[config.mk]
export PLATFORM = sky130hd
export DESIGN_NAME = sram_ctrl_flat
export DESIGN_NICKNAME = d
export VERILOG_FILES = /design/src/rtl/sram_ctrl_if.sv /design/src/rtl/sram_ctrl.sv /design/src/flat_wrapper.sv
export SDC_FILE = /design/constraint.sdc
export NUM_CORES = 1
export LEC_CHECK = 0
export ABC_AREA = 0
export ABC_CLOCK_PERIOD_IN_PS = 3100
export CORE_ASPECT_RATIO = 1.5
export CORE_UTILIZATION = 44
export CTS_CLUSTER_SIZE = 10
export DETAILED_ROUTE_END_ITERATION = 12
export PLACE_DENSITY_LB_ADDON = 0.15
export SYNTH_ARGS = -nofsm -noshare
export SYNTH_HDL_FRONTEND = slang
export SYNTH_SLANG_ARGS = --single-unit
[constraint.sdc]
create_clock -name clk -period 3.1 [get_ports clk]
set_input_delay 0.62 -clock clk [delete_from_list [all_inputs] [get_ports clk]]
set_output_delay 0.62 -clock clk [all_outputs]
set_load 0.02 [all_outputs]
[src/rtl/sram_ctrl_if.sv]
// ============================================================================
// Module   : sram_ctrl_if
// Brief    : Request/response port and SRAM pad bundle used by sram_ctrl.
// Revision : 1.0
// ============================================================================
`default_nettype none

interface sram_ctrl_if #(
    parameter int ADDR_W = 16,
    parameter int DATA_W = 16
);
    logic              req_valid;
    logic              req_ready;
    logic              req_we;
    logic [ADDR_W-1:0] req_addr;
    logic [DATA_W-1:0] req_wdata;
    logic              rsp_valid;
    logic [DATA_W-1:0] rsp_rdata;
    logic              sram_cs_n;
    logic              sram_oe_n;
    logic              sram_we_n;
    logic [ADDR_W-1:0] sram_addr;
    logic [DATA_W-1:0] sram_dq_out;
    logic              sram_dq_oe;
    logic [DATA_W-1:0] sram_dq_in;

    modport slave (
        input  req_valid, req_we, req_addr, req_wdata, sram_dq_in,
        output req_ready, rsp_valid, rsp_rdata,
        output sram_cs_n, sram_oe_n, sram_we_n, sram_addr, sram_dq_out, sram_dq_oe
    );

    modport master (
        output req_valid, req_we, req_addr, req_wdata, sram_dq_in,
        input  req_ready, rsp_valid, rsp_rdata,
        input  sram_cs_n, sram_oe_n, sram_we_n, sram_addr, sram_dq_out, sram_dq_oe
    );
endinterface

`default_nettype wire

[src/rtl/sram_ctrl.sv]
// ============================================================================
// Module   : sram_ctrl
// Brief    : Async SRAM controller with registered strobes (setup/access/recover).
//            Optional one-entry request buffer: define SRAM_CTRL_REQ_BUF_EN.
// Revision : 1.0
// ============================================================================
`default_nettype none

module sram_ctrl #(
    parameter int ADDR_W      = 16,
    parameter int DATA_W      = 16,
    parameter int WAIT_CYCLES = 1
) (
    input  wire logic  clk,
    input  wire logic  rst_n,
    sram_ctrl_if.slave bus
);
    localparam int WAIT_EFF = (WAIT_CYCLES < 1) ? 1 : WAIT_CYCLES;
    localparam int CNT_W    = (WAIT_EFF > 1) ? $clog2(WAIT_EFF) : 1;
    localparam logic [CNT_W-1:0] CNT_LAST = CNT_W'(WAIT_EFF - 1);

    localparam logic [1:0] ST_IDLE    = 2'd0;
    localparam logic [1:0] ST_SETUP   = 2'd1;
    localparam logic [1:0] ST_ACCESS  = 2'd2;
    localparam logic [1:0] ST_RECOVER = 2'd3;

    logic [1:0]        state_q, state_d;
    logic [CNT_W-1:0]  cnt_q, cnt_d;
    logic              op_we_q, op_we_d;
    logic              cs_n_q, cs_n_d;
    logic              oe_n_q, oe_n_d;
    logic              we_n_q, we_n_d;
    logic [ADDR_W-1:0] addr_q, addr_d;
    logic [DATA_W-1:0] dq_out_q, dq_out_d;
    logic              dq_oe_q, dq_oe_d;
    logic              rsp_valid_q, rsp_valid_d;
    logic [DATA_W-1:0] rdata_q, rdata_d;

    logic              w_accept;
    logic              w_start;
    logic              w_start_we;
    logic [ADDR_W-1:0] w_start_addr;
    logic [DATA_W-1:0] w_start_wdata;

`ifdef SRAM_CTRL_REQ_BUF_EN
    logic              buf_valid_q, buf_valid_d;
    logic              buf_we_q, buf_we_d;
    logic [ADDR_W-1:0] buf_addr_q, buf_addr_d;
    logic [DATA_W-1:0] buf_wdata_q, buf_wdata_d;

    assign bus.req_ready = (state_q == ST_IDLE) || !buf_valid_q;
`else
    assign bus.req_ready = (state_q == ST_IDLE);
`endif

    assign w_accept = bus.req_valid && bus.req_ready;

    always_comb begin
        state_d       = state_q;
        cnt_d         = cnt_q;
        op_we_d       = op_we_q;
        cs_n_d        = cs_n_q;
        oe_n_d        = oe_n_q;
        we_n_d        = we_n_q;
        addr_d        = addr_q;
        dq_out_d      = dq_out_q;
        dq_oe_d       = dq_oe_q;
        rsp_valid_d   = 1'b0;
        rdata_d       = rdata_q;
        w_start       = 1'b0;
        w_start_we    = bus.req_we;
        w_start_addr  = bus.req_addr;
        w_start_wdata = bus.req_wdata;
`ifdef SRAM_CTRL_REQ_BUF_EN
        buf_valid_d   = buf_valid_q;
        buf_we_d      = buf_we_q;
        buf_addr_d    = buf_addr_q;
        buf_wdata_d   = buf_wdata_q;
`endif

        case (state_q)
            ST_IDLE: begin
                w_start = w_accept;
            end
            ST_SETUP: begin
                state_d = ST_ACCESS;
                cnt_d   = '0;
                if (op_we_q) begin
                    we_n_d = 1'b0;
                end
            end
            ST_ACCESS: begin
                if (cnt_q == CNT_LAST) begin
                    state_d     = ST_RECOVER;
                    rsp_valid_d = 1'b1;
                    if (op_we_q) begin
                        // CS and DQ stay driven through RECOVER for data hold after WE rises
                        we_n_d = 1'b1;
                    end else begin
                        rdata_d = bus.sram_dq_in;
                        cs_n_d  = 1'b1;
                        oe_n_d  = 1'b1;
                    end
                end else begin
                    cnt_d = cnt_q + CNT_W'(1);
                end
            end
            ST_RECOVER: begin
                state_d = ST_IDLE;
                cs_n_d  = 1'b1;
                oe_n_d  = 1'b1;
                we_n_d  = 1'b1;
                dq_oe_d = 1'b0;
`ifdef SRAM_CTRL_REQ_BUF_EN
                if (buf_valid_q) begin
                    w_start       = 1'b1;
                    w_start_we    = buf_we_q;
                    w_start_addr  = buf_addr_q;
                    w_start_wdata = buf_wdata_q;
                    buf_valid_d   = 1'b0;
                end else begin
                    w_start = w_accept;
                end
`endif
            end
            default: begin
                state_d = ST_IDLE;
            end
        endcase

`ifdef SRAM_CTRL_REQ_BUF_EN
        // RECOVER hands a fresh request straight to SETUP, so only park it mid-access
        if (w_accept && (state_q == ST_SETUP || state_q == ST_ACCESS)) begin
            buf_valid_d = 1'b1;
            buf_we_d    = bus.req_we;
            buf_addr_d  = bus.req_addr;
            buf_wdata_d = bus.req_wdata;
        end
`endif

        if (w_start) begin
            state_d = ST_SETUP;
            op_we_d = w_start_we;
            addr_d  = w_start_addr;
            cs_n_d  = 1'b0;
            we_n_d  = 1'b1;
            if (w_start_we) begin
                oe_n_d   = 1'b1;
                dq_oe_d  = 1'b1;
                dq_out_d = w_start_wdata;
            end else begin
                oe_n_d  = 1'b0;
                dq_oe_d = 1'b0;
            end
        end
    end

    always_ff @(posedge clk or negedge rst_n) begin
        if (!rst_n) begin
            state_q     <= ST_IDLE;
            cnt_q       <= '0;
            op_we_q     <= 1'b0;
            cs_n_q      <= 1'b1;
            oe_n_q      <= 1'b1;
            we_n_q      <= 1'b1;
            addr_q      <= '0;
            dq_out_q    <= '0;
            dq_oe_q     <= 1'b0;
            rsp_valid_q <= 1'b0;
            rdata_q     <= '0;
`ifdef SRAM_CTRL_REQ_BUF_EN
            buf_valid_q <= 1'b0;
            buf_we_q    <= 1'b0;
            buf_addr_q  <= '0;
            buf_wdata_q <= '0;
`endif
        end else begin
            state_q     <= state_d;
            cnt_q       <= cnt_d;
            op_we_q     <= op_we_d;
            cs_n_q      <= cs_n_d;
            oe_n_q      <= oe_n_d;
            we_n_q      <= we_n_d;
            addr_q      <= addr_d;
            dq_out_q    <= dq_out_d;
            dq_oe_q     <= dq_oe_d;
            rsp_valid_q <= rsp_valid_d;
            rdata_q     <= rdata_d;
`ifdef SRAM_CTRL_REQ_BUF_EN
            buf_valid_q <= buf_valid_d;
            buf_we_q    <= buf_we_d;
            buf_addr_q  <= buf_addr_d;
            buf_wdata_q <= buf_wdata_d;
`endif
        end
    end

    assign bus.sram_cs_n   = cs_n_q;
    assign bus.sram_oe_n   = oe_n_q;
    assign bus.sram_we_n   = we_n_q;
    assign bus.sram_addr   = addr_q;
    assign bus.sram_dq_out = dq_out_q;
    assign bus.sram_dq_oe  = dq_oe_q;
    assign bus.rsp_valid   = rsp_valid_q;
    assign bus.rsp_rdata   = rdata_q;

endmodule

`default_nettype wire
[src/flat_wrapper.sv]
// flat-port wrapper written by rule: the top's interface ports become plain ports
module sram_ctrl_flat 
#(
    parameter int ADDR_W      = 16,
    parameter int DATA_W      = 16,
    parameter int WAIT_CYCLES = 1
)
  (clk, rst_n, bus_req_valid, bus_req_we, bus_req_addr, bus_req_wdata, bus_sram_dq_in, bus_req_ready, bus_rsp_valid, bus_rsp_rdata, bus_sram_cs_n, bus_sram_oe_n, bus_sram_we_n, bus_sram_addr, bus_sram_dq_out, bus_sram_dq_oe);
  sram_ctrl_if #(.ADDR_W(ADDR_W), .DATA_W(DATA_W)) bus_i ();
  input  wire logic clk;
  input  wire logic rst_n;
  input wire logic [$bits(bus_i.req_valid)-1:0] bus_req_valid;
  input wire logic [$bits(bus_i.req_we)-1:0] bus_req_we;
  input wire logic [$bits(bus_i.req_addr)-1:0] bus_req_addr;
  input wire logic [$bits(bus_i.req_wdata)-1:0] bus_req_wdata;
  input wire logic [$bits(bus_i.sram_dq_in)-1:0] bus_sram_dq_in;
  output wire logic [$bits(bus_i.req_ready)-1:0] bus_req_ready;
  output wire logic [$bits(bus_i.rsp_valid)-1:0] bus_rsp_valid;
  output wire logic [$bits(bus_i.rsp_rdata)-1:0] bus_rsp_rdata;
  output wire logic [$bits(bus_i.sram_cs_n)-1:0] bus_sram_cs_n;
  output wire logic [$bits(bus_i.sram_oe_n)-1:0] bus_sram_oe_n;
  output wire logic [$bits(bus_i.sram_we_n)-1:0] bus_sram_we_n;
  output wire logic [$bits(bus_i.sram_addr)-1:0] bus_sram_addr;
  output wire logic [$bits(bus_i.sram_dq_out)-1:0] bus_sram_dq_out;
  output wire logic [$bits(bus_i.sram_dq_oe)-1:0] bus_sram_dq_oe;
  assign bus_i.req_valid = bus_req_valid;
  assign bus_i.req_we = bus_req_we;
  assign bus_i.req_addr = bus_req_addr;
  assign bus_i.req_wdata = bus_req_wdata;
  assign bus_i.sram_dq_in = bus_sram_dq_in;
  assign bus_req_ready = bus_i.req_ready;
  assign bus_rsp_valid = bus_i.rsp_valid;
  assign bus_rsp_rdata = bus_i.rsp_rdata;
  assign bus_sram_cs_n = bus_i.sram_cs_n;
  assign bus_sram_oe_n = bus_i.sram_oe_n;
  assign bus_sram_we_n = bus_i.sram_we_n;
  assign bus_sram_addr = bus_i.sram_addr;
  assign bus_sram_dq_out = bus_i.sram_dq_out;
  assign bus_sram_dq_oe = bus_i.sram_dq_oe;
  sram_ctrl #(.ADDR_W(ADDR_W), .DATA_W(DATA_W), .WAIT_CYCLES(WAIT_CYCLES)) u_core (.clk(clk), .rst_n(rst_n), .bus(bus_i));
endmodule
==> results_dict.tcl <==
set metrics [dict create \
    grt_max_degree 28 \
    slew_headroom_pct 60.3 \
    slowest_stage "clkdlybuf4s50_1" \
    drt_iter0_markers 25 \
    swShare_pct 35.8 \
    min_period_ns 2.33 \
    power_frac_comb_pct 54.1 \
    initial_core_util_pct 45.9 \
    fin_cells 317 \
    setup_viol 0 \
    drcViolationCount 0 \
    synthCells 139 \
    place_ws_ns 1.07 \
    dp_hpwl_um 3310 \
    power_frac_clock_pct 10.7 \
    crit_required_ns 2.48 \
    synthTopCellsByArea "dfrtp_1 60%, mux2_2 20%, mux2_4 5.4%, dfstp_2 3.5%, ha_1 2.8%" \
    cts_setup_buffers 0 \
    p_seq_share_pct 35.2 \
    totalWireLength_um 4310 \
    critPathArrivalTime_ns 1.71 \
    cts-root-buf "clkbuf_8" \
    die_y_um 89.1 \
    slew_viol_final 0 \
    timing.rr.end "u_core.bus.rsp_rdata[7]" \
    cp-end-kind "primary output" \
    coreArea_um2 4850 \
    r2r_slack_ns 1.34 \
    power.internal_w 0.00237 \
    dp.cells 309 \
    dieWidth_um 60.1 \
    rows 31 \
    grt_setup_unrepaired "no" \
    status "finished, final reports clean" \
    ys_seq_area_share_pct 63.1 \
    port_buffers 105 \
    syn_area_per_cell_um2 16.0 \
    grt_overflow 0 \
    antenna_left 0 \
    syn_to_final_growth_pct 54.2 \
    power_leakage_nw 1.48 \
    holdBufCountCts 0 \
    tritoncts.num_buffers 5 \
    n_antenna_cell 0 \
    ctsResizeCount 0 \
    crit_path_start_kind "flip-flop" \
    synth_top_family_by_area "multiplexers" \
    grt_pass1_vias 1430 \
    powerDensity_nw_per_um2 1080 \
    cts_tree "yes" \
    synthSimpleGateAreaFrac_pct 3.65 \
    syn_area_um2 2230 \
    wl_per_cell_um 13.6 \
    final.setup.tns_ns 0 \
    dieArea_um2 5360 \
    synth_xor_area_share_pct 0 \
    path_max_fanout 4 \
    worstReg2RegStart "u_core.state_q[0]" \
    path_clk_slew_ns 0.10 \
    path_cells "inv_1 -> ha_1 -> clkdlybuf4s50_1" \
    cts_sinks 56 \
    startpoint "u_core.state_q[0]" \
    drive_gt1_share_pct 27.1 \
    drt-pass1-iter-count 4 \
    muxShareOfSynthArea_pct 25.6 \
    io_pins 106 \
    synthAdderAreaFrac_pct 2.81 \
    skew_ns 0.00648 \
    synth.distinct_cells 25 \
    worst_pin_slew_ns 0.596 \
    ys_seq_elements 56 \
    gp_congestion 0.811 \
    clk_path_buf_depth 2 \
    viasPerCell 4.75 \
    hold_path.class "primary input to asynchronous set/reset pin" \
    synth_warnings 0 \
    vias 1507 \
    cpPeakStageDelay_ns 0.62 \
    power_switching_w 0.00132 \
    fin_ws_ns 0.772 \
    syn_nets 196 \
    clk-insertion-delay-late_ns 0.30 \
    fin_crit_sh_pct 75.1 \
    track_usage_pct 16.7 \
    nets 307 \
    reg2reg_depth 5 \
    cts.htree.levels 2 \
    max_clock_freq_mhz 429 \
    hold_violations 0 \
    synth_top_area_share_pct 59.6 \
    crit_type "flip-flop to primary output" \
    peakVddDrop_uv 505 \
    synth_compound_area_share_pct 3.09 \
    grt_first_pass_wirelength_um 6580 \
    cap_violations 0 \
    yosysTopAreaCell "dfrtp_1" \
    antenna_found_initial 0 \
]
==> registers in the layout (all words and copies together), names as in the netlist <==
register and flops:
u_core.bus.sram_cs_n 1, u_core.bus.rsp_valid 1, u_core.bus.sram_dq_out 16, u_core.bus.rsp_rdata 16, u_core.bus.sram_dq_oe 1, u_core.bus.sram_addr 16, u_core.op_we_q 1, u_core.state_q 2
u_core.bus.sram_oe_n 1, u_core.bus.sram_we_n 1
==> power groups by stage <==
| stage | clock, W | combinational, W | sequential, W |
|---|---|---|---|
| CTS | 0.000411 | 0.00203 | 0.00131 |
| floorplan | 0 | 0.000686 | 0.00174 |
| detailed placement | 0 | 0.00202 | 0.00132 |
| global route | 0.000443 | 0.00213 | 0.00136 |
| global placement | 0 | 0.00199 | 0.00131 |
| finish | 0.000396 | 0.00200 | 0.00130 |
==> worst max-delay path by stage <==
stage,end,slack [ns],cells past startpoint
final,bus_req_ready,0.77,3
after global routing,bus_req_ready,0.70,3
after CTS,bus_req_ready,0.75,3
after detailed placement,u_core.bus.sram_dq_out[10],1.07,4
after global placement,u_core.bus.sram_dq_out[5],1.10,4
after floorplan,u_core.bus.sram_dq_out[0],1.42,6
==> Yosys cell counts, drive strengths merged <==
library cell,count
dfrtp,53
mux2,48
nand2,7
ha,5
nor2,4
a21oi,3
buf,3
dfstp,3
inv,3
a211oi,1
a31oi,1
and2,1
nor3b,1
o21a,1
o21ai,1
o21bai,1
o311ai,1
o32a,1
or2,1
==> stage by stage <==
step	power, W	util, %	hold slack (ns)	cell area (um2)
global placement	0.00330	69.0	0.462	3340
CTS	0.00375	70.8	0.320	3430
floorplan	0.00243	-	0.324	2230
global route	0.00393	70.8	0.345	3430
finish	0.00369	70.8	0.309	3430
detailed placement	0.00334	69.0	0.471	3340
==> worst max-delay path, delay by kind of cell, from the launching register on <==
kind                     cells  cell delay (ns)
flip-flops                   1             0.41
buffers and inverters        2             0.75
adder cells (fa/ha/maj)      1             0.23
==> logic make-up (layout without fill, tap and decap cells) <==
group                    after synthesis  count (layout)
AND/OR/NAND/NOR                       14              14
flip-flops                            56              56
AO/OA/AOI/OAI                         10              10
buffers and inverters                  6             118
multiplexers                          48              48
adder cells (fa/ha/maj)                5               5
==> per-layer routing <==
metal / vias up / wire [um] / GRT usage (%)
li1: 702 / - / -
met1: 732 / 1630 / 19.0
met5: - / 0 / 0
met2: 68 / 2180 / 27.7
met3: 5 / 452 / 7.38
met4: 0 / 45 / 5.71
==> cell usage in the layout, fill, tap and decap left out, types with 2 or more instances in the layout <==
master / count
ha_1: 5
inv_1: 3
clkdlybuf4s50_1: 104
mux2_2: 40
nand2_1: 5
buf_4: 2
dfstp_2: 3
nor2_1: 3
mux2_4: 8
clkbuf_8: 5
dfrtp_1: 53
a21oi_1: 3
==> layout make-up <==
cell class / instances / area, um2
clock buffers: 5 / 68.8
clock inverters: 3 / 22.5
fillers: 368 / 1410
inverters: 3 / 11.3
multi-input cells: 77 / 783
flip-flops and latches: 56 / 1410
well taps: 66 / 82.6
repair buffers: 107 / 1060
Note: power is estimated with default switching activity, not from simulation.
